## config.mk

```make
export PLATFORM = sky130hd
export DESIGN_NAME = mips_mc_control_flat
export DESIGN_NICKNAME = d
export VERILOG_FILES = /design/src/rtl/mips_mc_control_if.sv /design/src/rtl/mips_mc_control.sv /design/src/flat_wrapper.sv
export SDC_FILE = /design/constraint.sdc
export NUM_CORES = 1
export LEC_CHECK = 0
export BUFFER_PORTS_ARGS = -buffer_cell sky130_fd_sc_hd__buf_2
export CORE_AREA = 2 2 39 41
export DETAILED_ROUTE_END_ITERATION = 7
export DIE_AREA = 0 0 41 43
export HOLD_SLACK_MARGIN = 0.06
export PLACE_DENSITY_LB_ADDON = 0.3
export SLEW_MARGIN = 10
export SYNTH_ARGS = -nofsm -noshare
export SYNTH_HDL_FRONTEND = slang
export SYNTH_SLANG_ARGS = --single-unit
```

## constraint.sdc

```tcl
create_clock -name clk -period 2.42 [get_ports clk]
set_input_delay 0.363 -clock clk [delete_from_list [all_inputs] [get_ports clk]]
set_output_delay 0.363 -clock clk [all_outputs]
set_load 0.05 [all_outputs]
```

## src/rtl/mips_mc_control_if.sv

```systemverilog
// Control bundle between the multicycle MIPS main FSM and its datapath.
// The controller takes the master view; the datapath (or a bench) takes the slave view.
interface mips_mc_control_if;
  logic [5:0] opcode;
  logic       zero;
  logic       mem_ready;
  logic       iord;
  logic       mem_read;
  logic       mem_write;
  logic       ir_write;
  logic       reg_dst;
  logic       mem_to_reg;
  logic       reg_write;
  logic       alu_src_a;
  logic [1:0] alu_src_b;
  logic [1:0] alu_op;
  logic [1:0] pc_src;
  logic       pc_en;
  logic       illegal_op;
  logic [3:0] state;

  modport master (
    input  opcode, zero, mem_ready,
    output iord, mem_read, mem_write, ir_write, reg_dst, mem_to_reg,
           reg_write, alu_src_a, alu_src_b, alu_op, pc_src, pc_en,
           illegal_op, state
  );

  modport slave (
    output opcode, zero, mem_ready,
    input  iord, mem_read, mem_write, ir_write, reg_dst, mem_to_reg,
           reg_write, alu_src_a, alu_src_b, alu_op, pc_src, pc_en,
           illegal_op, state
  );
endinterface

```

## src/rtl/mips_mc_control.sv

```systemverilog
// Main control FSM of the 32-bit multicycle MIPS core: decodes the opcode and
// sequences fetch/decode/execute/memory/write-back, stretching memory states on mem_ready.
module mips_mc_control (
  input  logic                clk,
  input  logic                rst_n,
  mips_mc_control_if.master   bus
);

  typedef enum logic [3:0] {
    S_FETCH   = 4'd0,
    S_DECODE  = 4'd1,
    S_MEMADR  = 4'd2,
    S_MEMRD   = 4'd3,
    S_MEMWB   = 4'd4,
    S_MEMWR   = 4'd5,
    S_RTYPEEX = 4'd6,
    S_RTYPEWB = 4'd7,
    S_BEQEX   = 4'd8,
    S_ADDIEX  = 4'd9,
    S_ADDIWB  = 4'd10,
    S_JEX     = 4'd11
  } state_t;

  localparam logic [5:0] OP_LW    = 6'b100011;
  localparam logic [5:0] OP_SW    = 6'b101011;
  localparam logic [5:0] OP_RTYPE = 6'b000000;
  localparam logic [5:0] OP_BEQ   = 6'b000100;
  localparam logic [5:0] OP_ADDI  = 6'b001000;
  localparam logic [5:0] OP_J     = 6'b000010;

  state_t     state_r;
  state_t     next_state_s;

  logic       iord_s;
  logic       mem_read_s;
  logic       mem_write_s;
  logic       ir_write_s;
  logic       reg_dst_s;
  logic       mem_to_reg_s;
  logic       reg_write_s;
  logic       alu_src_a_s;
  logic [1:0] alu_src_b_s;
  logic [1:0] alu_op_s;
  logic [1:0] pc_src_s;
  logic       pc_en_s;
  logic       illegal_op_s;

  // State register; reset is the only abort path and always lands in FETCH.
  always_ff @(posedge clk or negedge rst_n) begin
    if (!rst_n) begin
      state_r <= S_FETCH;
    end else begin
      state_r <= next_state_s;
    end
  end

  // Next-state and per-state control decode; anything not driven in a state stays 0.
  always_comb begin
    next_state_s = S_FETCH;
    iord_s       = 1'b0;
    mem_read_s   = 1'b0;
    mem_write_s  = 1'b0;
    ir_write_s   = 1'b0;
    reg_dst_s    = 1'b0;
    mem_to_reg_s = 1'b0;
    reg_write_s  = 1'b0;
    alu_src_a_s  = 1'b0;
    alu_src_b_s  = 2'b00;
    alu_op_s     = 2'b00;
    pc_src_s     = 2'b00;
    pc_en_s      = 1'b0;
    illegal_op_s = 1'b0;

    case (state_r)
      S_FETCH: begin
        mem_read_s  = 1'b1;
        alu_src_b_s = 2'b01;
        ir_write_s  = bus.mem_ready;
        pc_en_s     = bus.mem_ready;
        if (bus.mem_ready) begin
          next_state_s = S_DECODE;
        end else begin
          next_state_s = S_FETCH;
        end
      end
      S_DECODE: begin
        // Branch target is computed speculatively here so BEQEX only has to compare.
        alu_src_b_s = 2'b11;
        case (bus.opcode)
          OP_LW:    next_state_s = S_MEMADR;
          OP_SW:    next_state_s = S_MEMADR;
          OP_RTYPE: next_state_s = S_RTYPEEX;
          OP_BEQ:   next_state_s = S_BEQEX;
          OP_ADDI:  next_state_s = S_ADDIEX;
          OP_J:     next_state_s = S_JEX;
          default: begin
            illegal_op_s = 1'b1;
            next_state_s = S_FETCH;
          end
        endcase
      end
      S_MEMADR: begin
        alu_src_a_s = 1'b1;
        alu_src_b_s = 2'b10;
        if (bus.opcode == OP_SW) begin
          next_state_s = S_MEMWR;
        end else begin
          next_state_s = S_MEMRD;
        end
      end
      S_MEMRD: begin
        iord_s     = 1'b1;
        mem_read_s = 1'b1;
        if (bus.mem_ready) begin
          next_state_s = S_MEMWB;
        end else begin
          next_state_s = S_MEMRD;
        end
      end
      S_MEMWB: begin
        reg_write_s  = 1'b1;
        mem_to_reg_s = 1'b1;
        next_state_s = S_FETCH;
      end
      S_MEMWR: begin
        iord_s      = 1'b1;
        mem_write_s = 1'b1;
        if (bus.mem_ready) begin
          next_state_s = S_FETCH;
        end else begin
          next_state_s = S_MEMWR;
        end
      end
      S_RTYPEEX: begin
        alu_src_a_s  = 1'b1;
        alu_op_s     = 2'b10;
        next_state_s = S_RTYPEWB;
      end
      S_RTYPEWB: begin
        reg_write_s  = 1'b1;
        reg_dst_s    = 1'b1;
        next_state_s = S_FETCH;
      end
      S_BEQEX: begin
        alu_src_a_s  = 1'b1;
        alu_op_s     = 2'b01;
        pc_src_s     = 2'b01;
        pc_en_s      = bus.zero;
        next_state_s = S_FETCH;
      end
      S_ADDIEX: begin
        alu_src_a_s  = 1'b1;
        alu_src_b_s  = 2'b10;
        next_state_s = S_ADDIWB;
      end
      S_ADDIWB: begin
        reg_write_s  = 1'b1;
        next_state_s = S_FETCH;
      end
      S_JEX: begin
        pc_src_s     = 2'b10;
        pc_en_s      = 1'b1;
        next_state_s = S_FETCH;
      end
      default: begin
        next_state_s = S_FETCH;
      end
    endcase
  end

  // Enables and requests are held off while reset is asserted; selects pass through.
  assign bus.ir_write   = rst_n & ir_write_s;
  assign bus.pc_en      = rst_n & pc_en_s;
  assign bus.reg_write  = rst_n & reg_write_s;
  assign bus.mem_write  = rst_n & mem_write_s;
  assign bus.mem_read   = rst_n & mem_read_s;
  assign bus.illegal_op = rst_n & illegal_op_s;

  assign bus.iord       = iord_s;
  assign bus.reg_dst    = reg_dst_s;
  assign bus.mem_to_reg = mem_to_reg_s;
  assign bus.alu_src_a  = alu_src_a_s;
  assign bus.alu_src_b  = alu_src_b_s;
  assign bus.alu_op     = alu_op_s;
  assign bus.pc_src     = pc_src_s;
  assign bus.state      = state_r;

endmodule

```

## src/flat_wrapper.sv

```systemverilog
// flat-port wrapper written by rule: the top's interface ports become plain ports
module mips_mc_control_flat 
  (clk, rst_n, bus_opcode, bus_zero, bus_mem_ready, bus_iord, bus_mem_read, bus_mem_write, bus_ir_write, bus_reg_dst, bus_mem_to_reg, bus_reg_write, bus_alu_src_a, bus_alu_src_b, bus_alu_op, bus_pc_src, bus_pc_en, bus_illegal_op, bus_state);
  mips_mc_control_if bus_i ();
  input  logic clk;
  input  logic rst_n;
  input wire logic [$bits(bus_i.opcode)-1:0] bus_opcode;
  input wire logic [$bits(bus_i.zero)-1:0] bus_zero;
  input wire logic [$bits(bus_i.mem_ready)-1:0] bus_mem_ready;
  output wire logic [$bits(bus_i.iord)-1:0] bus_iord;
  output wire logic [$bits(bus_i.mem_read)-1:0] bus_mem_read;
  output wire logic [$bits(bus_i.mem_write)-1:0] bus_mem_write;
  output wire logic [$bits(bus_i.ir_write)-1:0] bus_ir_write;
  output wire logic [$bits(bus_i.reg_dst)-1:0] bus_reg_dst;
  output wire logic [$bits(bus_i.mem_to_reg)-1:0] bus_mem_to_reg;
  output wire logic [$bits(bus_i.reg_write)-1:0] bus_reg_write;
  output wire logic [$bits(bus_i.alu_src_a)-1:0] bus_alu_src_a;
  output wire logic [$bits(bus_i.alu_src_b)-1:0] bus_alu_src_b;
  output wire logic [$bits(bus_i.alu_op)-1:0] bus_alu_op;
  output wire logic [$bits(bus_i.pc_src)-1:0] bus_pc_src;
  output wire logic [$bits(bus_i.pc_en)-1:0] bus_pc_en;
  output wire logic [$bits(bus_i.illegal_op)-1:0] bus_illegal_op;
  output wire logic [$bits(bus_i.state)-1:0] bus_state;
  assign bus_i.opcode = bus_opcode;
  assign bus_i.zero = bus_zero;
  assign bus_i.mem_ready = bus_mem_ready;
  assign bus_iord = bus_i.iord;
  assign bus_mem_read = bus_i.mem_read;
  assign bus_mem_write = bus_i.mem_write;
  assign bus_ir_write = bus_i.ir_write;
  assign bus_reg_dst = bus_i.reg_dst;
  assign bus_mem_to_reg = bus_i.mem_to_reg;
  assign bus_reg_write = bus_i.reg_write;
  assign bus_alu_src_a = bus_i.alu_src_a;
  assign bus_alu_src_b = bus_i.alu_src_b;
  assign bus_alu_op = bus_i.alu_op;
  assign bus_pc_src = bus_i.pc_src;
  assign bus_pc_en = bus_i.pc_en;
  assign bus_illegal_op = bus_i.illegal_op;
  assign bus_state = bus_i.state;
  mips_mc_control u_core (.clk(clk), .rst_n(rst_n), .bus(bus_i));
endmodule
```

# [After elaboration in Yosys (flattened, before gate mapping)]
# Cells that the tools add are included.
[word_totals] register_bits=4 output_inout_bits=20 word_cells=52 inputBits=10
[classes] n_reduce_logical=9 mux=20 n_bitwise=6 eq_ne=16
[op_table] operator="one-hot mux 4 bit (7 select lines)" n=1
[op_table] operator="one-hot mux 4 bit (5 select lines)" n=1
[op_table] operator="equality test 4 x 3 -> 1 bit (second input constant)" n=4
[op_table] operator="equality test 4 bit (second input constant)" n=4
[op_table] operator="equality test 6 bit (second input constant)" n=2
[op_table] operator="2-to-1 mux 1 bit" n=11
[op_table] operator="2-to-1 mux 3 bit" n=3
[op_table] operator="equality test 4 x 2 -> 1 bit (second input constant)" n=2
[op_table] operator="one-hot mux 2 bit (2 select lines)" n=2
[op_table] operator="OR reduction 2 bit" n=4
[op_table] operator="bitwise AND 1 bit" n=6
[op_table] operator="equality test 6 x 2 -> 1 bit (second input constant)" n=1
[op_table] operator="equality test 6 x 3 -> 1 bit (second input constant)" n=1
[op_table] operator="equality test 6 x 4 -> 1 bit (second input constant)" n=1
[op_table] operator="zero test 6 bit" n=1
[op_table] operator="one-hot mux 2 bit (3 select lines)" n=1
[op_table] operator="OR reduction 6 bit" n=1
[op_table] operator="equality test 4 x 1 -> 1 bit (second input constant)" n=1
[op_table] operator="zero test 4 bit" n=1
[op_table] operator="OR reduction 4 bit" n=1
[op_table] operator="one-hot mux 1 bit (3 select lines)" n=1
[op_table] operator="OR reduction 3 bit" n=1

# [Depth between registers and ports, before layout]
# Gate-level depths: netlist (run 1).
[depth] ltp_word=5 ltp_mapped=5 ltp_nobuf=4

# [Worst setup path before layout (run 1)]
# Ideal clock, no wire load.
[synth_timing] path_type="register -> output" start="reg u_core.state_r[1] (netlist: u_core.bus.state[1])" end="out bus_pc_en" required_ps=2057 stages_incl_launch_ff=5 n_path_buf=0 setup_slack_ps=-419 t_arrival_ps=2476 cell_sequence="dfrtp_1 -> nand2_1 -> a21boi_1 -> mux2_2 -> nor3b_1"
[synth_via] elab_chain_len=3 elab_cells_between_ends=5 classes_between="2 x eq/ne; 1 x mux; 1 x bitwise; 1 x reduce/logical"
[synth_lines] item="start, declared" line="mips_mc_control.sv:31" rtl="state_t state_r;"
[synth_lines] item="start signal, assigned" line="mips_mc_control.sv:53" rtl="state_r <= next_state_s;"
[synth_lines] item="equality test 4 bit / zero test 4 bit (equally long branches)" line="mips_mc_control.sv:74" rtl="case (state_r)"
[synth_lines] item="one-hot mux 1 bit (3 select lines) *" line="mips_mc_control.sv:74"
[synth_lines] item="bitwise AND 1 bit *" line="mips_mc_control.sv:173" rtl="assign bus.pc_en = rst_n & pc_en_s;"
[synth_lines] item="end, declared" line="flat_wrapper.sv:21" rtl="output wire logic [$bits(bus_i.pc_en)-1:0] bus_pc_en;"
# Mark *: on every way between the ends. The rest lies on a longest branch, timed or not.

# [Final worst setup path (run 1)]
[layout_timing] start="reg u_core.state_r[0] (netlist: u_core.bus.state[0])" end="out bus_pc_en"
# The elaborated chain is that of the path after synthesis.

==> run_results.csv, run 1 <==
group,metric,value,unit
run_status,status,"finished, final reports clean",
worst_setup_path,cpMaxStageDelayCell,"dfrtp_1",
sta,min_period,2.24,ns
worst_setup_path,critical-path-top-delay-family,"flip-flops",
final_layout,syn2layout_area_growth,31.4,%
grt,grt_max_degree,18,
sta,drv_slew,0,
detailed_routing,finalWirelength,1550,um
cts,cts-buffers-inserted,3,
placement,io_buffers,29,
grt,antenna_found_initial,0,
worst_setup_path,critPathRequiredTime,2.06,ns
cts,cts_setup_buffers,0,
final_layout,utilization,53.7,%
final_layout,fillers,143,
detailed_routing,wire_per_inst,12.3,um
detailed_routing,ant_nets,0,
power_and_ir_drop,p_total,0.000677,W
synth,ys_seq_elements,4,
synth,synthCells,82,
placement,hpwlAfterDp,1170,um
placement,place_congestion,0.800,
synth,netlist_area,566,um2
worst_setup_path,cp_num_buf_inv,1,
final_layout,drive_above_1_share,37.3,%
worst_setup_path,crit_type,"reg2out",
placement,place.detailed.instances,122,
sta,hold_violations,0,
synth,synthTopCellsByArea,"dfrtp_1, nor2_1, nor3_1, nand2b_1, nand2_1",
grt,grt_pass1_wl,2510,um
sta,max_freq,446,MHz
synth,synth_top_area_share,17.7,%
cts,cts_sinks,4,
floorplanning,start_util,40.9,%
sta,fin_crit_sh,92.6,%
worst_setup_path,cp_max_fo,14,
final_layout,final_common_cell,"buf_2",
grt,grt_usage,20.6,%
final_layout,largest_reg_flops,4,
sta,fin_tns_setup,0,ns
synth,synth-seq-area-share,17.7,%
detailed_routing,viasPerCell,5.31,
synth,synth_top_cell_by_area,"dfrtp_1",
cts,htree_levels,1,
floorplanning,dieArea,1760,um2
grt,overflow,0,
worst_setup_path,cp.arrival,1.88,ns
final_layout,final_cell_mix,"buf_2, nor2_1, nor3_1",
min_path,hp-class,"in2async",
synth,syn_area_per_cell,6.90,um2
cts,clockBufferDepth,2,
sta,holdWs,0.502,ns
power_and_ir_drop,p_leak,0.366,nW
floorplanning,placementRows,14,
cts,clk_pin_slew_worst_paths,0.03,ns
cts,root_buffer,"clkbuf_4",
power_and_ir_drop,power_density,910,nW/um2
grt,grt_pass1_vias,588,
synth,yosys_warnings,0,
floorplanning,pin_count,30,
detailed_routing,num_vias,669,
sta,skew,0.0000734,ns
sta,grt_setup_unrepaired,"false",
final_layout,diodes,0,
detailed_routing,drt_iter0_markers,20,
worst_setup_path,start_kind,"flip-flop",
worst_setup_path,slowest_delay,0.58,ns
floorplanning,core-area,1380,um2
final_layout,finalNetCount,122,
run,cap_violations,0,
final_layout,stdcell_count,126,
detailed_routing,dr.pass1.iters,4,
sta,setup_viol,0,
floorplanning,die_w,41,um
worst_setup_path,crit_path_end_kind,"output port",
detailed_routing,drc,0,
power_and_ir_drop,irDropWorstVdd,0.000378,V
sta,timing.slew.headroom,65.3,%
synth,yosysUniqueCellTypes,35,
synth,postSynthNetCount,92,
worst_setup_path,crit_chain,"nand2_1, a21boi_1, mux2_2, nor3b_2, buf_2",
sta,tightest_slew,0.520,ns
floorplanning,die_y,43,um
cts,tritoncts,"yes",
cts,clk_latency,0.23,ns
-- cell type report --
cell class	count	area, um2	share of cell area [%]
clock buffer	3	22.5	3.03
multi-input combinational	72	440	59.3
inverter	1	3.75	0.505
timing repair buffer	30	155	20.9
tap	16	20.0	2.69
sequential	4	101	13.6
-- final timing paths --
path,from,to,slack (ns),depth (start not counted)
max in group asynchronous,rst_n,u_core.bus.state[1]$_DFF_PN0_,1.74,2
setup reg to reg,u_core.bus.state[0]$_DFF_PN0_,u_core.bus.state[2]$_DFF_PN0_,0.88,4
setup / recovery,u_core.bus.state[0]$_DFF_PN0_,bus_pc_en,0.18,5
hold reg to reg,u_core.bus.state[0]$_DFF_PN0_,u_core.bus.state[3]$_DFF_PN0_,0.73,2
min in group clk,bus_opcode[4],u_core.bus.state[3]$_DFF_PN0_,0.51,4
hold / removal,rst_n,u_core.bus.state[3]$_DFF_PN0_,0.50,2
-- power by group --
part / switching [W] / internal (W)
registers: 0.0000550 / 0.0000806
clock network: 0.0000249 / 0.0000553
logic: 0.000332 / 0.000129
-- synthesized netlist by cell type (all sizes together) --
cell type / n
nor2: 18
nor3: 9
nand2: 6
nand2b: 5
buf: 4
dfrtp: 4
a21oi: 3
a31oi: 3
nor3b: 3
a21o: 2
nand3: 2
nor2b: 2
o21ai: 2
xnor2: 2
a2111oi: 1
a21boi: 1
a221o: 1
a32o: 1
and2b: 1
and3: 1
clkbuf: 1
inv: 1
mux2: 1
mux2i: 1
nand3b: 1
o2111ai: 1
o21a: 1
o22ai: 1
or2: 1
or3: 1
xor2: 1
-- routing by layer --
metal  vias to the layer above  global-route usage (%)  share of wire [%]
met3                         2                    3.14                6.3
met2                        29                    32.2                 48
met5                         -                       0                  0
met4                         0                    8.00               0.52
li1                        346                       -                  -
met1                       292                    27.2                 45
-- kinds of logic (layout without fill, tap and decap cells) --
| family | after synthesis | in the layout | synth area share [%] |
|---|---|---|---|
| and+or+nand+nor | 50 | 50 | 45.8 |
| AOI/OAI and AO/OA | 17 | 17 | 21.0 |
| buffers and inverters | 6 | 34 | 7.08 |
| DFF | 4 | 4 | 17.7 |
| xor gates and xnor gates | 3 | 3 | 4.65 |
| muxes | 2 | 2 | 3.76 |
-- what timing repair did --
action	4_1_cts	5_1_grt
hold buffers	1	0
gates resized for setup	0	1
hold endpoints to repair	4	0
setup endpoints to repair	0	1
-- through the flow --
| step | setup WS, ns | instance area [um2] |
|---|---|---|
| after floorplan | 0.0631 | 581 |
| after global placement | 0.431 | 709 |
| after detailed placement | 0.361 | 709 |
| after CTS | 0.107 | 742 |
| after global routing | 0.0408 | 743 |
| final | 0.180 | 743 |
Power figures use the tool's default switching activity.
==> run 2: changes to the inputs <==
--- a/config.mk
+++ b/config.mk
@@ -6,11 +6,10 @@
 export NUM_CORES = 1
 export LEC_CHECK = 0
 export BUFFER_PORTS_ARGS = -buffer_cell sky130_fd_sc_hd__buf_2
-export CORE_AREA = 2 2 39 41
+export CORE_UTILIZATION = 39
 export DETAILED_ROUTE_END_ITERATION = 7
-export DIE_AREA = 0 0 41 43
 export HOLD_SLACK_MARGIN = 0.06
-export PLACE_DENSITY_LB_ADDON = 0.3
+export PLACE_DENSITY = 0.74
 export SLEW_MARGIN = 10
 export SYNTH_ARGS = -nofsm -noshare
 export SYNTH_HDL_FRONTEND = slang
==> constraint.sdc (replaced) <==
create_clock -name clk -period 1.95 [get_ports clk]
set_input_delay 0.2925 -clock clk [delete_from_list [all_inputs] [get_ports clk]]
set_output_delay 0.2925 -clock clk [all_outputs]
set_load 0.05 [all_outputs]
==> run_results.csv, run 2 (synthesis gave the netlist of run 1 again) <==
group,metric,value,unit
run_status,status,"finished, final reports clean",
sta,final.setup.worst_slack,0.0849,ns
cts,clk_latency,0.24,ns
sta,min_period,1.87,ns
final_layout,drive_above_1_share,47.5,%
grt,grt_pass1_wl,2370,um
floorplanning,placementRows,13,
detailed_routing,viasPerCell,5.51,
run,cap_violations,0,
sta,skew,0.00150,ns
grt,overflow,0,
cts,root_buffer,"clkbuf_4",
detailed_routing,drc,0,
worst_setup_path,critPathRequiredTime,1.66,ns
final_layout,finalNetCount,130,
cts,htree_levels,1,
sta,tightest_slew,0.389,ns
cts,clk_pin_slew_worst_paths,0.04,ns
floorplanning,pin_count,30,
final_layout,largest_reg_flops,4,
worst_setup_path,crit_type,"in2out",
final_layout,syn2layout_area_growth,54.2,%
worst_setup_path,cp.arrival,1.57,ns
final_layout,final_cell_mix,"buf_2, nor2_1, buf_4",
final_layout,utilization,66.2,%
sta,max_freq,536,MHz
sta,grt_setup_unrepaired,"false",
power_and_ir_drop,power_density,1130,nW/um2
power_and_ir_drop,p_leak,0.412,nW
grt,grt_max_degree,15,
floorplanning,die_y,40.1,um
floorplanning,core-area,1320,um2
cts,cts_sinks,4,
floorplanning,die_w,40.1,um
detailed_routing,drt_iter0_markers,17,
cts,tritoncts,"yes",
grt,grt_pass1_vias,594,
floorplanning,start_util,42.9,%
worst_setup_path,start_kind,"input port",
worst_setup_path,cp_max_fo,9,
final_layout,diodes,0,
grt,antenna_found_initial,0,
detailed_routing,dr.pass1.iters,4,
sta,timing.slew.headroom,74.0,%
cts,clockBufferDepth,2,
sta,fin_crit_sh,95.6,%
placement,io_buffers,29,
min_path,hp-class,"in2async",
placement,pre_cts_slack,0.188,ns
detailed_routing,ant_nets,0,
detailed_routing,wire_per_inst,12.6,um
placement,place_congestion,0.838,
sta,drv_slew,0,
grt,grt_usage,22.1,%
worst_setup_path,crit_path_end_kind,"output port",
sta,setup_viol,0,
detailed_routing,finalWirelength,1670,um
floorplanning,dieArea,1610,um2
sta,holdWs,0.429,ns
final_layout,final_common_cell,"buf_2",
sta,hold_violations,0,
final_layout,fillers,118,
placement,hpwlAfterDp,1280,um
power_and_ir_drop,irDropWorstVdd,0.000475,V
detailed_routing,num_vias,733,
cts,cts-buffers-inserted,3,
run 2: worst max-delay path: stages:
cell and delay, ns:
dlygate4sd3_1 0.52, buf_2 0.21, nand2_1 0.15, nor3_4 0.12
buf_2 0.28
run 2: layer usage:
layer  GRT usage [%]  wire length, um  vias to the layer above
met4            12.1               29                        0
met5               0                0                        -
met3            3.33               82                        5
li1                -                -                      365
met2            41.5              848                       33
met1            23.1              710                      330
run 2: through the flow:
| stage | total power [W] | setup TNS [ns] | instances | instance area [um2] |
|---|---|---|---|---|
| 2_1_floorplan | 0.000680 | -1.19 | 82 | 621 |
| 3_3_place_gp | 0.000819 | 0 | 128 | 801 |
| 3_5_place_dp | 0.000825 | 0 | 128 | 801 |
| 4_1_cts | 0.000936 | -0.0203 | 132 | 838 |
| 5_1_grt | 0.00104 | 0 | 133 | 872 |
| 6_report | 0.000982 | 0 | 133 | 872 |
run 2: area by class of cell:
| class | instances | area (um2) | share of cell area (%) |
|---|---|---|---|
| tap | 15 | 18.8 | 2.15 |
| sequential | 4 | 103 | 11.8 |
| clock buffer | 3 | 22.5 | 2.58 |
| timing repair buffer | 38 | 229 | 26.3 |
| multi-input combinational | 72 | 495 | 56.8 |
| inverter | 1 | 3.75 | 0.430 |
run 2: final timing paths:
| path | start | endpoint | slack (ns) | depth (start not counted) |
|---|---|---|---|---|
| max in group asynchronous | rst_n | u_core.bus.state[0]$_DFF_PN0_ | 1.34 | 2 |
| hold / removal | rst_n | u_core.bus.state[1]$_DFF_PN0_ | 0.43 | 2 |
| hold reg to reg | u_core.bus.state[2]$_DFF_PN0_ | u_core.bus.state[2]$_DFF_PN0_ | 0.69 | 2 |
| setup / recovery | rst_n | bus_mem_read | 0.08 | 5 |
| min in group clk | bus_opcode[4] | u_core.bus.state[3]$_DFF_PN0_ | 0.43 | 4 |
| setup reg to reg | u_core.bus.state[1]$_DFF_PN0_ | u_core.bus.state[1]$_DFF_PN0_ | 0.50 | 5 |
run 2: timing repair:
item | 4_1_cts | 5_1_grt
hold buffers | 1 | 0
gates resized for setup | 2 | 12
endpoints found under the setup margin | 2 | 5
hold endpoints to repair | 4 | 0
setup buffers | 0 | 1
run 2: report_power, final:
part           internal (W)  switching [W]
logic              0.000255       0.000488
clock network     0.0000688      0.0000331
registers          0.000103      0.0000333
total              0.000427       0.000555
==> run 3: changes to the inputs <==
--- a/config.mk
+++ b/config.mk
@@ -5,6 +5,7 @@
 export SDC_FILE = /design/constraint.sdc
 export NUM_CORES = 1
 export LEC_CHECK = 0
+export ABC_AREA = 1
 export BUFFER_PORTS_ARGS = -buffer_cell sky130_fd_sc_hd__buf_2
 export CORE_UTILIZATION = 39
 export DETAILED_ROUTE_END_ITERATION = 7
==> run_results.csv, run 3 <==
group,metric,value,unit
synth,yosys_warnings,0,
synth,synthSimpleGateAreaFrac,60.1,%
worst_setup_path,cp.arrival,1.52,ns
final_layout,final_cell_mix,"nand2_1, buf_2, inv_1",
synth,synth-xor-area-share,0,%
floorplanning,die_w,39.8,um
power_and_ir_drop,p_total,0.00109,W
synth,yosys-top-cells-count,"nand2_1, inv_1, nor2_1",
min_path,hp-class,"in2async",
synth,synth_top_cell_by_area,"nand2_1",
cts,htree_levels,1,
sta,timing.slew.headroom,82.8,%
cts,clk_latency,0.23,ns
sta,setup_viol,0,
worst_setup_path,crit_path_end_kind,"output port",
power_and_ir_drop,p_seq_share,13.7,%
placement,place_congestion,0.760,
worst_setup_path,start_kind,"input port",
power_and_ir_drop,power_density,1400,nW/um2
synth,synthArstFlopShare,100,%
cts,tritoncts,"yes",
detailed_routing,wire_per_inst,8.46,um
synth,synth-compound-area-share,5.83,%
detailed_routing,num_vias,705,
detailed_routing,dr.pass1.iters,4,
final_layout,diodes,0,
power_and_ir_drop,irDropWorstVdd,0.000764,V
synth,yosysUniqueCellTypes,15,
floorplanning,placementRows,13,
grt,grt.busiest_layer,"met2",
cts,cts_setup_buffers,0,
grt,use_met1,20.7,%
power_and_ir_drop,p_clk_share,9.1,%
sta,hold_violations,0,
sta,skew,0.00606,ns
floorplanning,start_util,42.4,%
placement,hpwlAfterDp,1150,um
synth,synthCells,107,
final_layout,final_common_cell,"nand2_1",
detailed_routing,viasPerCell,4.55,
synth,synth_edf_count,0,
power_and_ir_drop,p_sw_share,64.9,%
floorplanning,die_y,39.8,um
grt,grt_usage,18.9,%
sta,grt_setup_unrepaired,"false",
run,cap_violations,0,
power_and_ir_drop,p_leak,0.545,nW
sta,drv_slew,0,
grt,grt_pass1_vias,533,
sta,tightest_slew,0.256,ns
run_status,status,"finished, final reports clean",
synth,synth_top_family_by_area,"simple AND/OR/NAND/NOR gates",
sta,min_period,1.81,ns
detailed_routing,drt_iter0_markers,13,
synth,ys_seq_elements,4,
cts,cts-buffers-inserted,3,
cts,clockBufferDepth,2,
grt,met2_usage,36.1,%
cts,cts_sinks,4,
detailed_routing,ant_nets,0,
sta,fin_crit_sh,92.8,%
power_and_ir_drop,combPwrFrac,77.3,%
final_layout,finalNetCount,152,
cts,root_buffer,"clkbuf_4",
worst_setup_path,crit_type,"in2out",
floorplanning,core-area,1320,um2
final_layout,syn2layout_area_growth,39.9,%
grt,grt_pass1_wl,2030,um
grt,grt_max_degree,9,
synth,synth_top_area_share,20.9,%
synth,synth-seq-area-share,17.9,%
synth,synth.most_common_cell,"nand2_1",
detailed_routing,finalWirelength,1310,um
sta,max_freq,553,MHz
synth,postSynthNetCount,117,
final_layout,design_area,781,um2
power_and_ir_drop,p_switching,0.000707,W
worst_setup_path,cp_max_fo,8,
cts,clk_pin_slew_worst_paths,0.04,ns
grt,overflow,0,
sta,fin_tns_setup,0,ns
worst_setup_path,critPathRequiredTime,1.66,ns
final_layout,fillers,132,
floorplanning,dieArea,1590,um2
power_and_ir_drop,p_int,0.000382,W
worst_setup_path,reg2reg_slack,0.82,ns
synth,synthTopCellsByArea,"nand2_1, dfrtp_1, inv_1, nor2_1, nand3_1",
synth,netlist_area,558,um2
synth,syn_area_per_cell,5.22,um2
placement,io_buffers,29,
synth,yosys.area_share.adder,0,%
grt,met3_usage,5.11,%
placement,place_area,743,um2
final_layout,largest_reg_flops,4,
grt,antenna_found_initial,0,
detailed_routing,drc,0,
final_layout,drive_above_1_share,35.7,%
floorplanning,pin_count,30,
synth,synth_mux_area_share,0,%
synth,synth-main-ff-cell,"dfrtp_1",
==> run 3: cell types whose count changed in the layout (fill, tap and decap cells not counted), moves of 4 or more <==
cell,previous run,this run
nand2b_1,5,0
nand2_1,6,31
inv_1,1,19
buf_4,9,1
inv_2,0,4
nor3_1,7,0
nand3_1,2,13
==> run 3: final cells by class <==
type                       instances  area, um2  area share (%)
multi-input combinational         79        380            48.7
timing repair buffer              30        160            20.5
sequential                         4        105            13.5
inverter                          24       93.8            12.0
clock buffer                       3       22.5            2.88
tap                               15       18.8            2.40
==> run 3: critical path: stages <==
cell,delay [ns]
dlygate4sd3_1,0.51
buf_2,0.19
inv_1,0.11
a211oi_2,0.19
buf_4,0.22
==> run 3: path summary, 6_finish.rpt <==
kind | start | to | cells past startpoint
worst max-delay path | rst_n | bus_mem_read | 5
worst min-delay path | rst_n | u_core.bus.state[1]$_DFF_PN0_ | 2
worst max register to register | u_core.bus.state[3]$_DFF_PN0_ | u_core.bus.state[2]$_DFF_PN0_ | 5
worst min register to register | u_core.bus.state[2]$_DFF_PN0_ | u_core.bus.state[2]$_DFF_PN0_ | 3
max in group asynchronous | rst_n | u_core.bus.state[3]$_DFF_PN0_ | 2
min in group clk | bus_opcode[3] | u_core.bus.state[2]$_DFF_PN0_ | 4
==> run 3: what timing repair did <==
| action | 4_1_cts | 5_1_grt |
|---|---|---|
| endpoints found under the setup margin | 0 | 2 |
| hold endpoints to repair | 4 | 0 |
| gates resized for setup | 0 | 3 |
| hold buffers | 1 | 0 |
==> run 3: power groups by stage <==
| stage | logic, W | clock network, W | registers (W) |
|---|---|---|---|
| 2_1_floorplan | 0.000589 | 0 | 0.000234 |
| 3_3_place_gp | 0.000834 | 0 | 0.000149 |
| 3_5_place_dp | 0.000837 | 0 | 0.000150 |
| 4_1_cts | 0.000840 | 0.000105 | 0.000149 |
| 5_1_grt | 0.000907 | 0.000112 | 0.000152 |
| 6_report | 0.000842 | 0.0000988 | 0.000149 |
==> run 3: per-layer routing <==
layer  wire [um]  vias to the layer above
met5           0                        -
met4           0                        0
met3          70                        0
met2         648                       22
met1         594                      292
li1            -                      391
==> run 3: per-stage QoR <==
step,utilization [%],std cells,setup slack [ns],hold slack (ns)
after CTS,58.9,155,0.0638,0.414
after global routing,59.3,155,0.0124,0.457
final,59.3,155,0.140,0.419
after detailed placement,56.4,151,0.382,0.134
after global placement,56.4,151,0.382,0.131
after floorplan,-,107,0.0124,-0.00309
==> run 3: kinds of logic after synthesis <==
kind of cell    Yosys count
compound gates            6
buf+inv                  24
flops                     4
simple gates             73
